File: src/rtl/rv_pkg.sv
// Shared RV32I datapath constants: default word width, operand-select source indices
// and the skid-buffer occupancy encoding.
package rv_pkg;

  localparam int unsigned XLEN = 32;

  localparam int unsigned OPSEL_RF    = 0;
  localparam int unsigned OPSEL_EXMEM = 1;
  localparam int unsigned OPSEL_MEMWB = 2;
  localparam int unsigned OPSEL_IMM   = 3;

  typedef enum logic [1:0] {
    OccEmpty = 2'd0,
    OccOne   = 2'd1,
    OccTwo   = 2'd2
  } occ_e;

endpackage

File: src/rtl/operand_sel_pipe_if.sv
// Source/select input side and valid/ready output side of operand_sel_pipe.
// master drives sources and consumes output; slave is the selector itself.
interface operand_sel_pipe_if #(
  parameter int unsigned XLEN    = rv_pkg::XLEN,
  parameter int unsigned NUM_SRC = 4
);

  localparam int unsigned SELW = $clog2(NUM_SRC);

  logic [NUM_SRC*XLEN-1:0] src_data;
  logic [SELW-1:0]         sel;
  logic                    in_valid;
  logic                    in_ready;
  logic [XLEN-1:0]         out_data;
  logic                    out_valid;
  logic                    out_ready;
  logic                    out_sel_err;
  logic                    err_sticky;

  modport master (
    output src_data, sel, in_valid, out_ready,
    input  in_ready, out_data, out_valid, out_sel_err, err_sticky
  );

  modport slave (
    input  src_data, sel, in_valid, out_ready,
    output in_ready, out_data, out_valid, out_sel_err, err_sticky
  );

endinterface

File: src/rtl/skid_buf.sv
// Two-entry valid/ready skid buffer; in_ready and out_valid are registered and
// derived from the occupancy state, so there is no path from out_ready to in_ready.
module skid_buf import rv_pkg::*; #(
  parameter int unsigned W = 33
) (
  input  logic         clk,
  input  logic         rst,
  input  logic [W-1:0] in_data,
  input  logic         in_valid,
  output logic         in_ready,
  output logic [W-1:0] out_data,
  output logic         out_valid,
  input  logic         out_ready
);

  occ_e         occ_q;
  logic [W-1:0] main_q;
  logic [W-1:0] skid_q;
  logic         valid_q;
  logic         ready_q;

  always_ff @(posedge clk) begin
    if (rst) begin
      occ_q   <= OccEmpty;
      main_q  <= '0;
      skid_q  <= '0;
      valid_q <= 1'b0;
      ready_q <= 1'b1;
    end else begin
      case (occ_q)
        OccEmpty: begin
          if (in_valid) begin
            main_q  <= in_data;
            valid_q <= 1'b1;
            occ_q   <= OccOne;
          end
        end
        OccOne: begin
          // main stays on the output while stalled, so the new word parks in skid
          if (in_valid && !out_ready) begin
            skid_q  <= in_data;
            ready_q <= 1'b0;
            occ_q   <= OccTwo;
          end else if (in_valid) begin
            main_q <= in_data;
          end else if (out_ready) begin
            valid_q <= 1'b0;
            occ_q   <= OccEmpty;
          end
        end
        OccTwo: begin
          if (out_ready) begin
            main_q  <= skid_q;
            ready_q <= 1'b1;
            occ_q   <= OccOne;
          end
        end
        default: begin
          occ_q   <= OccEmpty;
          valid_q <= 1'b0;
          ready_q <= 1'b1;
        end
      endcase
    end
  end

  assign in_ready  = ready_q;
  assign out_valid = valid_q;
  assign out_data  = main_q;

endmodule

File: src/rtl/operand_sel_pipe.sv
// Registered operand selector: binary source-index decode feeding a 2-entry skid buffer.
// Out-of-range select detection is built only when OPSEL_SEL_CHECK_EN is defined.
module operand_sel_pipe #(
  parameter int unsigned XLEN    = rv_pkg::XLEN,
  parameter int unsigned NUM_SRC = 4
) (
  input logic               clk,
  input logic               rst,
  operand_sel_pipe_if.slave bus
);

  localparam int unsigned SELW = $clog2(NUM_SRC);

  logic [XLEN-1:0] sel_word;
  logic            sel_oob;
  logic [XLEN:0]   buf_out;

  // Unmatched select codes fall through to source 0.
  always_comb begin
    sel_word = bus.src_data[XLEN-1:0];
    for (int unsigned k = 1; k < NUM_SRC; k++) begin
      if (bus.sel == SELW'(k)) begin
        sel_word = bus.src_data[k*XLEN +: XLEN];
      end
    end
  end

`ifdef OPSEL_SEL_CHECK_EN
  logic in_fire;
  logic err_sticky_q;

  assign in_fire = bus.in_valid & bus.in_ready;
  assign sel_oob = (32'(bus.sel) >= NUM_SRC);

  always_ff @(posedge clk) begin
    if (rst) begin
      err_sticky_q <= 1'b0;
    end else if (in_fire && sel_oob) begin
      err_sticky_q <= 1'b1;
    end
  end

  assign bus.err_sticky = err_sticky_q;
`else
  assign sel_oob        = 1'b0;
  assign bus.err_sticky = 1'b0;
`endif

  skid_buf #(
    .W(XLEN + 1)
  ) u_skid (
    .clk      (clk),
    .rst      (rst),
    .in_data  ({sel_oob, sel_word}),
    .in_valid (bus.in_valid),
    .in_ready (bus.in_ready),
    .out_data (buf_out),
    .out_valid(bus.out_valid),
    .out_ready(bus.out_ready)
  );

  assign bus.out_data    = buf_out[XLEN-1:0];
  assign bus.out_sel_err = buf_out[XLEN];

endmodule

File: src/flat_wrapper.sv
// flat-port wrapper written by rule: the top's interface ports become plain ports
module operand_sel_pipe_flat 
#(
  parameter int unsigned XLEN    = rv_pkg::XLEN,
  parameter int unsigned NUM_SRC = 4
)
  (clk, rst, bus_src_data, bus_sel, bus_in_valid, bus_out_ready, bus_in_ready, bus_out_data, bus_out_valid, bus_out_sel_err, bus_err_sticky);
  operand_sel_pipe_if #(.XLEN(XLEN), .NUM_SRC(NUM_SRC)) bus_i ();
  input logic clk;
  input logic rst;
  input wire logic [$bits(bus_i.src_data)-1:0] bus_src_data;
  input wire logic [$bits(bus_i.sel)-1:0] bus_sel;
  input wire logic [$bits(bus_i.in_valid)-1:0] bus_in_valid;
  input wire logic [$bits(bus_i.out_ready)-1:0] bus_out_ready;
  output wire logic [$bits(bus_i.in_ready)-1:0] bus_in_ready;
  output wire logic [$bits(bus_i.out_data)-1:0] bus_out_data;
  output wire logic [$bits(bus_i.out_valid)-1:0] bus_out_valid;
  output wire logic [$bits(bus_i.out_sel_err)-1:0] bus_out_sel_err;
  output wire logic [$bits(bus_i.err_sticky)-1:0] bus_err_sticky;
  assign bus_i.src_data = bus_src_data;
  assign bus_i.sel = bus_sel;
  assign bus_i.in_valid = bus_in_valid;
  assign bus_i.out_ready = bus_out_ready;
  assign bus_in_ready = bus_i.in_ready;
  assign bus_out_data = bus_i.out_data;
  assign bus_out_valid = bus_i.out_valid;
  assign bus_out_sel_err = bus_i.out_sel_err;
  assign bus_err_sticky = bus_i.err_sticky;
  operand_sel_pipe #(.XLEN(XLEN), .NUM_SRC(NUM_SRC)) u_core (.clk(clk), .rst(rst), .bus(bus_i));
endmodule
File: config.mk
export PLATFORM = sky130hd
export DESIGN_NAME = operand_sel_pipe_flat
export DESIGN_NICKNAME = d
export VERILOG_FILES = /design/src/rtl/rv_pkg.sv /design/src/rtl/operand_sel_pipe_if.sv /design/src/rtl/skid_buf.sv /design/src/rtl/operand_sel_pipe.sv /design/src/flat_wrapper.sv
export SDC_FILE = /design/constraint.sdc
export NUM_CORES = 1
export LEC_CHECK = 0
export CAP_MARGIN = 25
export CORE_MARGIN = 10
export CORE_UTILIZATION = 46
export CTS_CLUSTER_SIZE = 28
export DETAILED_ROUTE_END_ITERATION = 6
export PLACE_DENSITY = 0.87
export SYNTH_ARGS = -nofsm -noshare
export SYNTH_HDL_FRONTEND = slang
export SYNTH_SLANG_ARGS = --single-unit
export TNS_END_PERCENT = 100
File: constraint.sdc
create_clock -name clk -period 4.45 [get_ports clk]
set_clock_uncertainty 0.2 [all_clocks]
set_input_delay 0.89 -clock clk [delete_from_list [all_inputs] [get_ports clk]]
set_output_delay 0.89 -clock clk [all_outputs]
set_load 0.01 [all_outputs]
# Word level (Yosys, flattened, before mapping)
# Index checks and enable logic that the tools add are counted.
# Widths: inputs -> output; s select.
# word_totals
ff_bits	69
out_inout_bits	36
wordCells	50
# classes
eq_ne	13
mux	21
bitwise	2
n_reduce_logical	9
# op_table
op	n
$mux 33	3
$pmux 33 s3	1
$mux 32	3
$ne 2x2->1 const B	6
$mux 2	5
$eq 2x2->1 const B	3
$mux 1	6
$ne 3x3->1 const B	2
$pmux 1 s3	2
$pmux 2 s3	1
$reduce_and 3->1	2
$reduce_and 5->1	1
$eq 2x1->1 const B	2
$reduce_and 4->1	1
$reduce_bool 3->1	1
$logic_not 2->1	1
$not 1->1	2
$reduce_and 2->1	1
$logic_and 1x1->1	1
$logic_not 1->1	1

# Longest topological paths before layout
# Gate-level depths: netlist (run 1).
# depth
depth_word	7
ltp_mapped	6
mapped_depth_nobuf	3

# By module
# A second synthesis (run 1) with hierarchy kept.
# hier_totals
cells_unflattened	365
area_unflattened_um2	3963.8
# modules_own_cells
module	n_inst	cells_each	area_per_inst_um2	seq_area_each_um2
skid_buf	1	324	3138.0	1401.3
operand_sel_pipe	1	41	825.8	0.0

# Worst setup path before layout (run 1)
# Ideal clock, no wire load.
# synth_path
path_type	input to register
start	input bus_sel[0]
end	register u_core.u_skid.main_q[10], in the netlist u_core.u_skid.out_data[10]
arrival_time_ps	1896
required_time_ps	4104
setup_slack_ps	2208
stages	5
n_path_buf	2
path_cell_list	buf_6 buf_12 mux4_2 mux2i_1 a211oi_2
# synth_between
elab_chain_len	7
word_cells_on_any_way	9
# synth_rtl
item	line	text
start, declared	flat_wrapper.sv:12	input wire logic [$bits(bus_i.sel)-1:0] bus_sel;
$eq 2x1->1	operand_sel_pipe.sv:22	if (bus.sel == SELW'(k)) begin
$mux 32 (2 in a row)	operand_sel_pipe.sv:22	
$mux 32 (*)	operand_sel_pipe.sv:22	
$mux 33 (*)	skid_buf.sv:32, skid_buf.sv:44	
$mux 33	skid_buf.sv:40	if (in_valid && !out_ready) begin
$pmux 33 s3 (*)	skid_buf.sv:30	case (occ_q)
end signal, assigned	skid_buf.sv:33	main_q <= in_data;
end signal, assigned	skid_buf.sv:45	main_q <= in_data;
end signal, assigned	skid_buf.sv:53	main_q <= skid_q;
end, declared	skid_buf.sv:17	logic [W-1:0] main_q;
# Every way passes the cells marked *; elsewhere a longest branch is shown, timed or not. The select of a mux whose other input is x is not followed.
# A chain may end at the register's enable or synchronous reset.

# Final worst setup path (run 1)
# layout_path
start	input bus_out_ready
end	register u_core.u_skid.skid_q[25]
# layout_between
elab_chain_len	3
# layout_rtl
item	line	text
start, declared	flat_wrapper.sv:14	input wire logic [$bits(bus_i.out_ready)-1:0] bus_out_ready;
$logic_not 1->1	skid_buf.sv:40	
$logic_and 1x1->1	skid_buf.sv:40	
$reduce_and 2->1 (no line)	--	
end signal, assigned	skid_buf.sv:41	skid_q <= in_data;
end, declared	skid_buf.sv:18	logic [W-1:0] skid_q;
# No other way between the ends.

==> results.py, run 1 <==
metrics = {
    "outcome": {
        "run_status": "completed",
    },
    "synth": {
        "ys_warn_count": 0,
        "async_reset_ff_share_pct": 0,
        "synth_cells": 358,
        "synth_top_area_cell": "dfxtp_1",
        "ys.flop_type": "dfxtp_1",
        "ys_ff_latch": 68,
        "synth.top_cell.area_share_pct": 34.9,
        "synth.distinct_cells": 28,
        "synth_edf_count": 0,
        "synth-seq-area-share_pct": 34.9,
        "synth.avg_cell_area_um2": 10.9,
        "synth_area_leaders": "dfxtp_1, mux4_2, a211oi_2",
        "netlist_area_um2": 3900,
    },
    "floorplanning": {
        "design.die.area_um2": 12600,
        "row_count": 33,
        "fp.dieW_um": 112,
        "die_height_um": 112,
        "coreArea_um2": 8220,
        "start_util_pct": 47.4,
        "io_pins": 170,
    },
    "global_routing": {
        "grt_overflow": 0,
        "antenna_found_initial": 0,
        "grt_max_degree": 41,
        "grt_pass1_wl_um": 19600,
        "grtUsageTotal_pct": 18.9,
        "grt_pass1_vias": 3810,
    },
    "flow_run": {
        "maxCapViolations": 0,
    },
    "critical_path": {
        "reg2reg_depth": 3,
        "cpPeakStageDelay_ns": 0.95,
        "worstSetupStartpointType": "primary input",
        "cp.depth": 4,
        "worst_path_max_delay_cell": "nand4bb_2",
        "crit_buf_inv": 1,
        "end_kind": "flip-flop",
        "cp.required_ns": 4.43,
        "worstPathMaxFanout": 33,
        "cp_top_family": "simple AND/OR/NAND/NOR gates",
        "worst_ep_arrival_time_ns": 2.84,
        "cp_cell_sequence": "clkdlybuf4s50_1, nand4bb_2, nand2_1, a21oi_1",
        "critPathKind": "in2reg",
    },
    "clock_tree": {
        "cts_resized": 0,
        "clk_latency_ns": 0.34,
        "cts_buffers": 9,
        "cts_hold_buf": 0,
        "cts.sinks": 68,
        "htree_levels": 3,
        "cts_buffer_depth": 2,
        "clkTransAtPathRegs_ns": 0.07,
        "cts_tree": "yes",
        "postCtsSetupBuffers": 0,
        "cts_root_buffer": "clkbuf_8",
    },
    "cells_and_area": {
        "fin_nets": 634,
        "area_growth_pct": 46.3,
        "final_common_cell": "clkdlybuf4s50_1",
        "drive_gt1_share_pct": 18.1,
        "final_cell_mix": "clkdlybuf4s50_1, dfxtp_1, nand2_1, a211oi_1, a21oi_1",
        "n_fill_cell": 582,
        "diodes": 0,
    },
    "detailed_routing": {
        "ant_nets": 0,
        "vias": 3511,
        "drt-wirelength-per-cell_um": 20.0,
        "drc": 0,
        "dr.pass1.iters": 4,
        "drtIter0Drc": 193,
        "routed_wl_um": 12200,
        "via_per_inst": 5.77,
    },
    "pwr": {
        "seq_power_share_pct": 39.7,
        "power_density_nw_per_um2": 300,
        "p_sw_mw": 0.446,
        "p_sw_share_pct": 26.1,
        "pwr-share-clk_pct": 33.3,
        "p_int_mw": 1.26,
        "p_leak_nw": 2.13,
        "peakVddDrop_v": 0.000176,
        "pwr-share-comb_pct": 27.0,
    },
    "sta": {
        "finalCritPeriodShare_pct": 64.3,
        "post-route-min-period_ns": 2.86,
        "hold_viol_final": 0,
        "setup_slack_ns": 1.59,
        "drv_slew": 0,
        "max_freq_mhz": 350,
        "timing.hold.ws_ns": 0.258,
        "setup_viol": 0,
        "relSlewSlack_pct": 36.8,
        "fin_tns_setup_ns": 0,
        "worst_slew_pin_slew_ns": 0.948,
        "rsz0062_at_grt": "no",
    },
    "placement": {
        "dpl.hpwl_um": 8950,
        "place_congestion": 0.736,
        "pre_cts_ws_ns": 1.27,
        "io_buffers": 167,
    },
    "worst_hold_path": {
        "min_path_cells": 2,
        "hp-class": "reg2reg",
    },
}
-- worst register-to-register path, stage by stage, from the launching register on --
cell and delay, ns:
dfxtp_1 0.55, mux2_4 0.51, a21o_4 0.56, a211oi_2 0.15
-- final timing paths --
kind | start | endpoint | slack (ns)
max | bus_out_ready | u_core.u_skid.skid_q[25] | 1.59
min | u_core.u_skid.skid_q[1] | u_core.u_skid.skid_q[1] | 0.26
max reg2reg | u_core.u_skid.occ_q[1] | u_core.u_skid.out_data[25] | 2.33
min reg2reg | u_core.u_skid.skid_q[1] | u_core.u_skid.skid_q[1] | 0.26
-- area by class of cell --
cell class	instances	area (µm²)	share of cell area, %
Clock buffer	11	151	2.66
Tap cell	105	131	2.31
Clock inverter	4	72.6	1.27
Multi-Input combinational cell	247	2260	39.7
Inverter	1	3.75	0.0659
Sequential cell	68	1360	23.9
Timing Repair Buffer	173	1710	30.1
-- power by group through the flow --
stage	Sequential, mW	Combinational [mW]	Clock (mW)
2_1_floorplan	0.702	0.232	0
3_3_place_gp	0.689	0.452	0
3_5_place_dp	0.691	0.463	0
4_1_cts	0.678	0.466	0.573
5_1_grt	0.684	0.496	0.598
6_report	0.679	0.461	0.569
-- sequential cells by signal (all words and copies together) (netlist names) --
signal	cells
u_core.u_skid.in_ready	1
u_core.u_skid.out_valid	1
u_core.u_skid.skid_q	32
u_core.u_skid.out_data	32
u_core.u_skid.occ_q	2
-- cell usage after synthesis, types with 2 or more instances --
library cell	instances
dfxtp_1	68
nand2_1	67
a211oi_1	35
a21oi_1	34
mux2i_1	32
a211oi_2	30
mux4_2	30
buf_2	18
clkbuf_1	11
buf_6	5
buf_4	4
buf_12	3
nand2b_1	3
clkbuf_4	2
mux4_1	2
o21ai_0	2
-- metrics by stage --
stage | std cells | area, µm² | power, mW | util (%)
2_1_floorplan | 359 | 3900 | 0.934 | -
3_3_place_gp | 593 | 5460 | 1.14 | 66.4
3_5_place_dp | 593 | 5460 | 1.15 | 66.4
4_1_cts | 608 | 5680 | 1.72 | 69.1
5_1_grt | 609 | 5700 | 1.78 | 69.4
6_report | 609 | 5700 | 1.71 | 69.4
-- logic make-up after synthesis --
logic type	after synthesis	synth area share (%)
AO/OA/AOI/OAI	104	21.8
buffers and inverters	44	7.61
flip-flops	68	34.9
multiplexers	65	27.3
other	1	0.0962
AND/OR/NAND/NOR	76	8.29
-- metal layers --
layer / up-vias / wire length (µm) / global-route usage (%)
met1: 1694 / 4850 / 20.2
li1: 1633 / - / -
met3: 25 / 1070 / 7.77
met2: 159 / 5960 / 32.5
met4: 0 / 321 / 7.36
met5: - / 0 / 0
Power figures use the tool's default switching activity.
==> inputs of run 2 (changes only) <==
- CORE_UTILIZATION: 46 -> 43
- PLACE_DENSITY: 0.87 -> 0.83
- clock period: 4.45 -> 2.9 ns (I/O delays scaled with it)
==> run 2 against run 1 <==
  * Clock power grew 79%
  * Via count shrank 1.2%
  * Clock-buffer cell count is 2 higher
  * Global-route usage shrank 1.6 points
  * Largest power group unchanged
==> results.py, run 2 (synthesis results as in run 1) <==
metrics = {
    "outcome": {
        "run_status": "completed",
    },
    "detailed_routing": {
        "drt-met1-wl_um": 4820,
        "drc": 0,
        "drt-wirelength-per-cell_um": 19.3,
        "drtIter0Drc": 224,
        "highest_layer": "met4",
        "ant_nets": 0,
        "routed_wl_um": 11900,
        "dr.pass1.iters": 7,
        "via_per_inst": 5.60,
        "vias": 3468,
        "wl_met3_um": 1170,
        "met2RoutedLength_um": 5880,
    },
    "critical_path": {
        "worstPathMaxFanout": 32,
        "worstSetupStartpointType": "primary input",
        "cp_cell_sequence": "clkdlybuf4s50_1, mux2_4, a21o_4, a211oi_1",
        "critPathKind": "in2reg",
        "end_kind": "flip-flop",
        "cpPeakStageDelay_ns": 0.61,
        "worst_ep_arrival_time_ns": 2.19,
        "cp.required_ns": 2.90,
        "worst_path_max_delay_cell": "clkdlybuf4s50_1",
    },
    "clock_tree": {
        "cts_tree": "yes",
        "cts_root_buffer": "clkbuf_8",
        "htree_levels": 3,
        "clk_latency_ns": 0.34,
        "cts_buffers": 9,
        "cts_buffer_depth": 2,
        "clkTransAtPathRegs_ns": 0.07,
        "cts_hold_buf": 0,
        "cts_resized": 0,
        "cts.sinks": 68,
        "postCtsSetupBuffers": 0,
    },
    "floorplanning": {
        "start_util_pct": 44.5,
        "io_pins": 170,
        "coreArea_um2": 8760,
        "fp.dieW_um": 115,
        "row_count": 34,
        "die_height_um": 115,
        "design.die.area_um2": 13300,
    },
    "pwr": {
        "peakVddDrop_v": 0.000265,
        "p_leak_nw": 2.20,
        "fin_total_pwr_mw": 2.77,
        "power_density_nw_per_um2": 476,
    },
    "placement": {
        "pre_cts_ws_ns": 0.370,
        "place_congestion": 0.757,
        "io_buffers": 167,
        "dpl.hpwl_um": 9040,
    },
    "cells_and_area": {
        "final_cell_mix": "clkdlybuf4s50_1, dfxtp_1, nand2_1, a211oi_1, a21oi_1",
        "diodes": 0,
        "fin_nets": 640,
        "utilization_pct": 66.4,
        "drive_gt1_share_pct": 19.0,
        "final_common_cell": "clkdlybuf4s50_1",
        "area_growth_pct": 49.5,
    },
    "sta": {
        "post-route-min-period_ns": 2.19,
        "rsz0062_at_grt": "no",
        "hold_viol_final": 0,
        "worst_slew_pin_slew_ns": 0.642,
        "finalCritPeriodShare_pct": 75.5,
        "relSlewSlack_pct": 57.1,
        "fin_tns_setup_ns": 0,
        "setup_viol": 0,
        "drv_slew": 0,
        "setup_slack_ns": 0.711,
        "max_freq_mhz": 457,
    },
    "global_routing": {
        "antenna_found_initial": 0,
        "grtUsageTotal_pct": 17.3,
        "grt_overflow": 0,
        "grt_pass1_vias": 3695,
        "grt_pass1_wl_um": 18800,
        "grt_max_degree": 69,
    },
    "worst_hold_path": {
        "hp-class": "reg2reg",
    },
    "flow_run": {
        "maxCapViolations": 0,
    },
}
## run 2: power by group
part | leakage [nW] | internal [mW] | switching, mW
clock | 0.136 | 0.666 | 0.352
sequential | 0.558 | 1.00 | 0.0432
combinational | 1.50 | 0.422 | 0.291
## run 2: routing by layer
| metal | vias to the layer above | global-route usage [%] |
|---|---|---|
| li1 | 1653 | - |
| met1 | 1665 | 19.9 |
| met2 | 140 | 29.3 |
| met3 | 10 | 7.40 |
| met4 | 0 | 3.71 |
| met5 | - | 0 |
## run 2: worst paths after layout
kind | depth (start not counted) | end | startpoint | slack (ns)
max reg2reg | 4 | u_core.u_skid.out_data[23] | u_core.u_skid.occ_q[0] | 0.82
max | 4 | u_core.u_skid.out_data[31] | bus_in_valid | 0.71
min | 2 | u_core.u_skid.skid_q[31] | u_core.u_skid.skid_q[31] | 0.26
min reg2reg | 2 | u_core.u_skid.skid_q[31] | u_core.u_skid.skid_q[31] | 0.26
## run 2: metrics by stage
| stage | instances | instance area (µm²) | hold slack, ns |
|---|---|---|---|
| floorplan | 359 | 3900 | 0.236 |
| global placement | 603 | 5550 | 0.241 |
| detailed placement | 603 | 5550 | 0.246 |
| CTS | 619 | 5820 | 0.255 |
| global route | 619 | 5820 | 0.273 |
| finish | 619 | 5820 | 0.257 |
## run 2: final cells by class
| class | instances | area (µm²) |
|---|---|---|
| clock buffers | 13 | 179 |
| multi-input cells | 247 | 2260 |
| inverters | 1 | 3.75 |
| repair buffers | 179 | 1790 |
| clock inverters | 3 | 90.1 |
| well taps | 108 | 135 |
| fillers | 706 | 2940 |
| flip-flops and latches | 68 | 1360 |
## run 2: critical path, delay by kind of cell
kind	cells	cell delay, ns
compound gates	2	0.62
mux	1	0.35
buf+inv	1	0.61
==> edit (config.mk and constraints of run 2) <==
`XLEN`: 32 -> 16.
--- a/src/rtl/rv_pkg.sv
+++ b/src/rtl/rv_pkg.sv
@@ -2,7 +2,7 @@
 // and the skid-buffer occupancy encoding.
 package rv_pkg;
 
-  localparam int unsigned XLEN = 32;
+  localparam int unsigned XLEN = 16;
 
   localparam int unsigned OPSEL_RF    = 0;
   localparam int unsigned OPSEL_EXMEM = 1;
Interface: changed (resized bus_out_data and bus_src_data); port bits go from 170 to 90. No check against the original RTL was run, so the function may have changed too.
==> edit against run 2 <==
Sequential cell count shrank 32. Critical path depth up 1. Hold slack gained 0.023 ns. Worst setup slack got worse by 0.092 ns. Utilization shrank 1.4 points. Design area down 48%. Routed wire length is 44% lower. Synthesized area down 47%. Clock power is 52% lower. Total power shrank 50%. Critical path type unchanged. Critical endpoint is now u_core.u_skid.out_data[9]. Largest power group unchanged.
==> edit: results (changes against run 2) <==
[outcome]
status = finished clean

[pwr]
ir_worst_vdd_mv = 0.2094  ; -21%
p_leak_nw = 1.070  ; -51%
sw_frac_of_total_pct = 25.11  ; +0.40 points

[global_routing]
grt_max_degree = 37  ; -46%
grt.total_usage_pct = 16.82  ; -0.50 points
grt_pass1_wl_um = 10450  ; -45%
use_met3_pct = 6.928  ; -0.47 points
use_met1_pct = 19.58  ; -0.32 points
grt_pass1_vias = 2105  ; -43%

[critical_path]
crit_fanout = 18  ; -44%
worstPathArrival_ns = 2.24  ; +0.05 ns
cpMaxStageDelayCell = clkdlybuf4s50_1
max_stage_delay_ns = 0.53  ; -0.08 ns
cp_top_family = buffers and inverters

[cells_and_area]
num-fill-cells = 379  ; -46%
drive_above_1_share_pct = 15.02  ; -4.0 points
fin_nets = 362  ; -43%

[logic_synthesis]
synth_mux_area_share_pct = 17.50  ; -9.8 points
ys_types = 29  ; +3.6%
synth_commonest_cells = nand2_1, dfxtp_1, a21oi_1, o21ai_0
synth_compound_area_share_pct = 26.97  ; +5.2 points
ys_seq_area_share_pct = 34.99  ; +0.055 points
yosys.area.top_type = dfxtp_1

[clocking]
numCtsBuffers = 5  ; -4
clock_latency_ns = 0.29  ; -0.05 ns
cts_buffer_depth = 2  ; unchanged

[place]
gp_congestion = 0.7670  ; +1.3%
hpwl_um = 5013  ; -45%
dp_slack_ns = 0.3674  ; -0.002329 ns
port-buffer-count = 87  ; -48%

[routing]
drtPass1Iterations = 5  ; -2
drt-total-wl_um = 6676  ; -44%
drt_iter0_drc = 275  ; +23%
vias = 2038  ; -41%

[sta]
relSlewSlack_pct = 52.52  ; -4.6 points

-- edit: path summary, 6_finish.rpt --
kind / from / to / slack (ns) / cells after the start
setup / recovery: bus_out_ready / u_core.u_skid.out_data[9] / 0.62 / 5
hold / removal: u_core.u_skid.skid_q[1] / u_core.u_skid.skid_q[1] / 0.28 / 2
setup reg to reg: u_core.u_skid.occ_q[0] / u_core.u_skid.out_data[9] / 1.06 / 4
hold reg to reg: u_core.u_skid.skid_q[1] / u_core.u_skid.skid_q[1] / 0.28 / 2
-- edit: cell type report --
| class | instances | area share [%] |
|---|---|---|
| Multi-Input combinational cell | 152 | 38.87 |
| Timing Repair Buffer | 95 | 30.91 |
| Sequential cell | 36 | 23.62 |
| Clock buffer | 7 | 3.157 |
| Tap cell | 54 | 2.214 |
| Clock inverter | 1 | 0.9840 |
| Inverter | 2 | 0.2460 |
-- edit: through the flow --
step | hold slack, ns | area, µm² | cells
3_3_place_gp | 0.2610 | 2925 | 339
5_1_grt | 0.3094 | 3052 | 347
2_1_floorplan | 0.2540 | 2063 | 216
6_report | 0.2795 | 3052 | 347
3_5_place_dp | 0.2675 | 2925 | 339
4_1_cts | 0.2771 | 3052 | 347
-- edit: layer usage --
layer / vias to the layer above / part of all wire, %
met5: - / 0
met4: 0 / 1.1
met3: 10 / 10
met2: 101 / 50
met1: 978 / 39
li1: 949 / -
-- edit: power groups by stage --
stage               combinational, mW  sequential, mW  clock [mW]
detailed placement              0.348           0.560           0
global placement                0.340           0.559           0
CTS                             0.350           0.549       0.487
finish                          0.349           0.550       0.488
global route                    0.375           0.553       0.511
floorplan                       0.166           0.566           0
-- edit: worst reg2reg max path, cell delays in order (launching register included) --
cell and delay [ns]:
dfxtp_1 0.46, and3b_1 0.32, buf_4 0.23, a211oi_1 0.41, a311oi_2 0.09
